--- src/rtl/coinc_trigger_matrix.sv ---
// Coincidence trigger matrix: per-trigger mode/threshold/dead time, shared prescale gate and
// saturating hit/fire histograms. Define ROLLING_TRIG_EN to build the periodic rolling trigger.
module coinc_trigger_matrix #(
    parameter int NCH       = 16,
    parameter int NROW      = 4,
    parameter int NTRIG     = 8,
    parameter int TW        = 8,
    parameter int CW        = $clog2(NCH + 1),
    parameter int HW        = 32,
    parameter int ROLL_BITS = 20
) (
    input  logic                clk_adc,
    input  logic                nrst,
    input  logic [NCH-1:0]      coax_in,
    input  logic [TW-1:0]       coincidence_time,
    input  logic [2*NTRIG-1:0]  trig_mode,
    input  logic [CW*NTRIG-1:0] trig_thr,
    input  logic [TW*NTRIG-1:0] dead_time,
    input  logic [TW-1:0]       out_width,
    input  logic [NTRIG-1:0]    prescale_en,
    input  logic [31:0]         randnum,
    input  logic [31:0]         prescale,
    input  logic                resethist,
    input  logic [7:0]          hist_sel,
    output logic [HW-1:0]       hist_out,
    output logic [NTRIG-1:0]    trig_out,
    output logic                fire_toggle,
    input  logic                dorolling,
    output logic                ext_trig_out
);
    localparam int NGRP = NCH / NROW;
    localparam int NBIN = NCH + NTRIG;

    function automatic logic [HW-1:0] sat_inc(input logic [HW-1:0] v);
        return (&v) ? v : v + HW'(1);
    endfunction

    function automatic logic [TW-1:0] dec_to_zero(input logic [TW-1:0] v);
        return (v != '0) ? v - TW'(1) : v;
    endfunction

    logic [NCH-1:0]   hit_q, hit_d1_q;
    logic [TW-1:0]    tin_q [NCH];
    logic [TW-1:0]    tin_d [NCH];
    logic [NCH-1:0]   active;
    logic [CW-1:0]    nrow_q [NROW];
    logic [CW-1:0]    nrow_d [NROW];
    logic [CW-1:0]    ntot, rows;
    logic [31:0]      randnum_q, prescale_q;
    logic             pass_q;
    logic [NTRIG-1:0] cond, fire;
    logic [TW-1:0]    tout_q [NTRIG];
    logic [TW-1:0]    tout_d [NTRIG];
    logic [TW-1:0]    dead_q [NTRIG];
    logic [TW-1:0]    dead_d [NTRIG];
    logic [NTRIG-1:0] trig_q, trig_d;
    logic [HW-1:0]    bin_q [NBIN];
    logic [HW-1:0]    bin_d [NBIN];
    logic [HW-1:0]    hist_q, hist_d;
    logic             toggle_q;

    // Input stage: hold timers and row occupancy
    always_comb begin
        for (int j = 0; j < NCH; j++) begin
            tin_d[j]  = hit_q[j] ? coincidence_time : dec_to_zero(tin_q[j]);
            active[j] = (tin_q[j] > TW'(2));
        end
        for (int r = 0; r < NROW; r++) begin
            nrow_d[r] = '0;
            for (int g = 0; g < NGRP; g++)
                nrow_d[r] = nrow_d[r] + CW'(active[r*NGRP + g]);
        end
        ntot = '0;
        rows = '0;
        for (int r = 0; r < NROW; r++) begin
            ntot = ntot + nrow_q[r];
            if (nrow_q[r] != '0)
                rows = rows + CW'(1);
        end
    end

    // Decision stage: trigger conditions, fire, output and dead timers
    always_comb begin
        logic [CW-1:0] thr;
        logic [1:0]    md;
        logic          any_row;
        cond = '0;
        fire = '0;
        for (int k = 0; k < NTRIG; k++) begin
            thr     = trig_thr[CW*k +: CW];
            md      = trig_mode[2*k +: 2];
            any_row = 1'b0;
            for (int r = 0; r < NROW; r++)
                if (nrow_q[r] >= thr)
                    any_row = 1'b1;
            case (md)
                2'd0:    cond[k] = (ntot >= thr);
                2'd1:    cond[k] = any_row;
                2'd2:    cond[k] = any_row && (rows == CW'(1));
                default: cond[k] = 1'b0;
            endcase
            // Zero threshold free-runs in every enabled mode, including the single-row mode
            if (md != 2'd3 && thr == '0)
                cond[k] = 1'b1;
            fire[k]   = (dead_q[k] == '0) && cond[k] && (pass_q || !prescale_en[k]);
            tout_d[k] = fire[k] ? out_width : dec_to_zero(tout_q[k]);
            dead_d[k] = fire[k] ? dead_time[TW*k +: TW] : dec_to_zero(dead_q[k]);
            trig_d[k] = (tout_q[k] != '0);
        end
    end

    // Histogram bins and readout mux
    always_comb begin
        for (int j = 0; j < NCH; j++)
            bin_d[j] = (hit_q[j] && !hit_d1_q[j]) ? sat_inc(bin_q[j]) : bin_q[j];
        for (int k = 0; k < NTRIG; k++)
            bin_d[NCH + k] = fire[k] ? sat_inc(bin_q[NCH + k]) : bin_q[NCH + k];
        if (resethist)
            for (int i = 0; i < NBIN; i++)
                bin_d[i] = '0;
        hist_d = '0;
        for (int i = 0; i < NBIN; i++)
            if (hist_sel == 8'(i))
                hist_d = bin_q[i];
    end

    always_ff @(posedge clk_adc) begin
        if (!nrst) begin
            hit_q      <= '0;
            hit_d1_q   <= '0;
            tin_q      <= '{default: '0};
            nrow_q     <= '{default: '0};
            randnum_q  <= '0;
            prescale_q <= '0;
            pass_q     <= 1'b0;
            tout_q     <= '{default: '0};
            dead_q     <= '{default: '0};
            trig_q     <= '0;
            bin_q      <= '{default: '0};
            hist_q     <= '0;
            toggle_q   <= 1'b0;
        end else begin
            hit_q      <= ~coax_in;
            hit_d1_q   <= hit_q;
            tin_q      <= tin_d;
            nrow_q     <= nrow_d;
            randnum_q  <= randnum;
            prescale_q <= prescale;
            pass_q     <= (randnum_q <= prescale_q);
            tout_q     <= tout_d;
            dead_q     <= dead_d;
            trig_q     <= trig_d;
            bin_q      <= bin_d;
            hist_q     <= hist_d;
            toggle_q   <= toggle_q ^ fire[0];
        end
    end

    assign trig_out    = trig_q;
    assign hist_out    = hist_q;
    assign fire_toggle = toggle_q;

`ifdef ROLLING_TRIG_EN
    logic [ROLL_BITS:0] auto_q, auto_d;
    logic [2:0]         roll_q, roll_d;

    // Autocounter wraps after reaching 2^ROLL_BITS, giving a 2^ROLL_BITS+1 cycle period
    always_comb begin
        auto_d = auto_q + (ROLL_BITS + 1)'(1);
        roll_d = (roll_q != 3'd0) ? roll_q - 3'd1 : roll_q;
        if (auto_q[ROLL_BITS]) begin
            auto_d = '0;
            if (dorolling)
                roll_d = 3'd4;
        end
    end

    always_ff @(posedge clk_adc) begin
        if (!nrst) begin
            auto_q <= '0;
            roll_q <= 3'd0;
        end else begin
            auto_q <= auto_d;
            roll_q <= roll_d;
        end
    end

    assign ext_trig_out = (roll_q != 3'd0);
`else
    logic unused_dorolling;
    assign unused_dorolling = dorolling;
    assign ext_trig_out     = 1'b0;
`endif

endmodule

--- config.mk ---
export PLATFORM = sky130hd
export DESIGN_NAME = coinc_trigger_matrix
export DESIGN_NICKNAME = d
export VERILOG_FILES = /design/src/rtl/coinc_trigger_matrix.sv
export SDC_FILE = /design/constraint.sdc
export NUM_CORES = 2
export LEC_CHECK = 0
export ABC_AREA = 1
export CORE_ASPECT_RATIO = 1.2
export CORE_UTILIZATION = 42
export CTS_CLUSTER_SIZE = 16
export DETAILED_ROUTE_END_ITERATION = 8
export DONT_BUFFER_PORTS = 1
export HOLD_SLACK_MARGIN = 0.02
export SLEW_MARGIN = 15
export SYNTH_ARGS = -nofsm -noshare
export SYNTH_HDL_FRONTEND = slang
export SYNTH_SLANG_ARGS = --single-unit
--- constraint.sdc ---
create_clock -name clk_adc -period 10 [get_ports clk_adc]
set_clock_uncertainty 0.05 [all_clocks]
set_input_delay 0.5 -clock clk_adc [delete_from_list [all_inputs] [get_ports clk_adc]]
set_output_delay 0.5 -clock clk_adc [all_outputs]
set_load 0.05 [all_outputs]
==> results.md <==
- Status: complete, but fails checks
- Failing checks: design-rule violations
- Hold Fails Final Rpt: 0
- CTS tree: built
- Die area: 0.163 mm^2
- Clk buf depth: 3
- Place WS: 3.99 ns
- Seq/Total Area, Yosys: 0.346
- Port buffer count: 0
- Remaining DRCs: 16
- Share of cells above drive strength 1: 0.0450
- Setup crit end kind: flop
- Worst-margin pin slew: 1.10 ns
- Final WS setup: 3.90 ns
- Synth Cell Area: 0.0680 mm^2
- Number of nets still failing antenna checks after routing: 0
- Worst path depth: 15
- Final setup vio count: 0
- First-pass GRT wire length: 360 mm
- Reg2reg start: nrow_q[1]$_SDFF_PN0_
- Yosys reg bits: 1174
- Type of the worst setup path: flop to flop
- Tmin final: 6.10 ns
- Max-Cap Viols: 0
- Global route overflow: 0
- Starting Density: 0.423
- Reg clk slew, reported paths: 0.06 ns
- Row count: 161
- Wire per inst: 18.4 um
- Clock Latency Late Sink: 0.80 ns
- Clock Sinks: 1174
- Die Y-Extent: 443 um
- CP max FO: 24
- Post-synth EDFFs: 0
- Post-cts gate resize count: 0
- Core Region: 0.161 mm^2
- Critical-path cell list: fa_1 -> fa_1 -> ha_1 -> fa_1 -> xor2_1 -> ha_1 -> o21a_1 -> o21ai_0 -> a21oi_1 -> a21oi_1 -> a221oi_1 -> nand2_1 -> inv_2 -> nand2_1 -> a21oi_1
- Vias in the first global route: 64.8k
- GR Util All Layers: 0.278
- Worst path bufs/invs: 1
- Slew Viols, Final: 0
- Critical Path RT: 10.58 ns
- TNS Setup: 0 ns
- Most used DFF post-synth: dfxtp_1
- R2R Path End: bin_q[141]$_SDFFE_PP0P_
- Post-CTS setup buffer count: 0
- Maximum VDD drop: 0.182 mV
- PD cells: 203 mW/mm^2
- LEAKAGE: 28.3 nW
- Worst Reg-to-Reg Cells: 15
- Initial antenna violation count: 20
- Final wirelength: 233 mm
- Final nets: 10.9k
- Hold Crit Class: input pin to flop
- WHS: 0.0771 ns
- CP top delay family: adder cells
- Setup crit start kind: flop
- R2r setup slk: 3.90 ns
- Period utilisation layout: 0.610
- IO Count: 278
- Async set-reset flop share out of synthesis: 0
- CP endpoint: bin_q[141]$_SDFFE_PP0P_
- Die width: 369 um
- Synth cell types: 76
- DR iter-0 viols: 5460
- Relative slew slack: 0.263
- Pin count of the biggest net entering global routing: 173
- CTS buffer count: 136
- CP startpoint: nrow_q[1]$_SDFF_PN0_
- Arr. time, crit path: 6.69 ns
- Synth area leaders: dfxtp_1 35%, nand2_1 13%, inv_1 7.8%
- Synth warn: 0
- RSZ-0062 raised after global routing: false
- Root Buffer: clkbuf_16
- Syn nets: 10.8k
- FMAX: 164 MHz
- Synth area leader: dfxtp_1
- Overall Power: 15.7 mW
- Drt pass-1 iters: 8
- Avg Synthesized Cell Area: 6.61 um^2
- DP HPWL: 171 mm
- Area growth syn-to-layout: 13.4%
- CP max stage delay: 0.71 ns
- Post-Synthesis Cells: 10.3k
- DR vias/cell: 5.39
- CTS H-tree depth: 4
- Routability congestion estimate from global placement: 0.961
- Via count: 68.3k
- Top-area cell type share of the netlist area: 0.346
- Crit path max-delay cell type: dfxtp_1
==> layer usage <==
| layer | GRT usage | up-vias | wire length, um |
|---|---|---|---|
| met5 | 0 | - | 99 |
| met3 | 0.0423 | 568 | 12400 |
| met2 | 0.477 | 1965 | 112000 |
| li1 | - | 34000 | - |
| met4 | 0.139 | 14 | 12100 |
| met1 | 0.335 | 31800 | 96500 |
==> worst register-to-register path, delay by kind of cell, from the launching register on <==
family	cells	cell delay, ns
adder cells (fa/ha/maj)	5	2.00
AO/OA/AOI/OAI	6	1.22
AND/OR/NAND/NOR	2	0.87
flip-flops	1	0.71
XOR/XNOR	1	0.70
buffers and inverters	1	0.40
==> where the power goes <==
part	switching, mW	internal [mW]
sequential	0.479	5.17
clock	2.19	3.12
combinational	2.84	1.86
total	5.51	10.2
==> cells in the final DEF (no fill, tap or decap), types with 13 or more instances in the layout <==
master / Yosys / routed
nand2_1: 2312 / 2312
inv_1: 1418 / 1417
nor2_1: 1264 / 1254
dfxtp_1: 1174 / 1174
a21oi_1: 835 / 835
o21ai_0: 612 / 612
nor3_1: 479 / 478
nand4_1: 300 / 300
nand3_1: 285 / 285
xor2_1: 258 / 258
ha_1: 255 / 255
dlygate4sd3_1: 0 / 228
nor4_1: 167 / 167
clkbuf_16: 0 / 139
xnor2_1: 63 / 63
a31oi_1: 56 / 56
a211oi_1: 54 / 54
nor2_2: 36 / 45
o21a_1: 43 / 43
buf_4: 6 / 37
nor3b_1: 34 / 34
a21boi_0: 33 / 33
clkbuf_8: 0 / 31
inv_2: 30 / 29
clkbuf_1: 210 / 23
clkinv_2: 2 / 22
a22oi_1: 22 / 22
nand3_2: 21 / 21
o21bai_1: 21 / 21
or2_2: 20 / 20
nor2_4: 17 / 18
nand2_2: 17 / 17
o2111ai_1: 16 / 16
and3_1: 16 / 16
o211ai_1: 13 / 13
o22ai_1: 13 / 13
==> cell usage after synthesis (30+ instances only) <==
library cell  count
nor3_1          479
nand4_1         300
o21a_1           43
a21oi_1         835
nand2_1        2312
nor4_1          167
xnor2_1          63
dfxtp_1        1174
ha_1            255
xor2_1          258
inv_1          1418
nor2_1         1264
nor2_2           36
a31oi_1          56
inv_2            30
a211oi_1         54
nand3_1         285
nor3b_1          34
a21boi_0         33
o21ai_0         612
clkbuf_1        210
==> layout make-up <==
class / instances / area, um^2
multi-input combinational: 7382 / 38000
inverter: 1457 / 5500
clock buffer: 193 / 3990
timing repair buffer: 270 / 2670
antenna: 12 / 30.0
sequential: 1174 / 23500
clock inverter: 50 / 713
tap: 2119 / 2650
fill: 16400 / 83500
==> state kept, by name, summed over array words and instances (netlist names), 8 cells and up <==
name        cells
nrow_q         12
dead_q         64
prescale_q     32
trig_out        8
bin_q         768
tin_q         128
hit_d1_q       16
hist_out       32
randnum_q      32
hit_q          16
tout_q         64
==> cells by family (layout without fill, tap and decap cells) <==
group	count (synthesis)	in the layout	share of synthesized area
buffers and inverters	1718	1970	0.0960
flip-flops	1174	1174	0.346
AO/OA/AOI/OAI	1776	1776	0.143
AND/OR/NAND/NOR	5019	5019	0.324
XOR/XNOR	321	321	0.0414
adder cells (fa/ha/maj)	265	265	0.0499
other	1	13	0.0000552
==> worst min path at each step <==
stage | startpoint | to | slack, ns | depth (start not counted)
floorplan | bin_q[286]$_SDFFE_PP0P_ | bin_q[286]$_SDFFE_PP0P_ | 0.39 | 1
global placement | tin_q[104]$_SDFFE_PN0P_ | tin_q[104]$_SDFFE_PN0P_ | 0.40 | 2
detailed placement | tin_q[72]$_SDFFE_PN0P_ | tin_q[72]$_SDFFE_PN0P_ | 0.41 | 2
CTS | coincidence_time[6] | tin_q[102]$_SDFFE_PN0P_ | 0.03 | 2
global route | coincidence_time[6] | tin_q[102]$_SDFFE_PN0P_ | 0.04 | 2
finish | out_width[7] | tout_q[23]$_SDFFE_PN0P_ | 0.08 | 2
==> repair_timing <==
item / CTS / global route
hold buffers: 231 / 0
endpoints found under the setup margin: 0 / 0
endpoints found under the hold margin: 347 / 0
==> per-stage QoR <==
| step | utilization | cells | cell area [um^2] |
|---|---|---|---|
| 5_1_grt | 0.480 | 12700 | 77000 |
| 4_1_cts | 0.480 | 12600 | 77000 |
| 3_3_place_gp | 0.436 | 12200 | 69900 |
| 6_report | 0.480 | 12700 | 77000 |
| 3_5_place_dp | 0.436 | 12200 | 69900 |
| 2_1_floorplan | - | 10300 | 68000 |
Power figures use the tool's default switching activity.
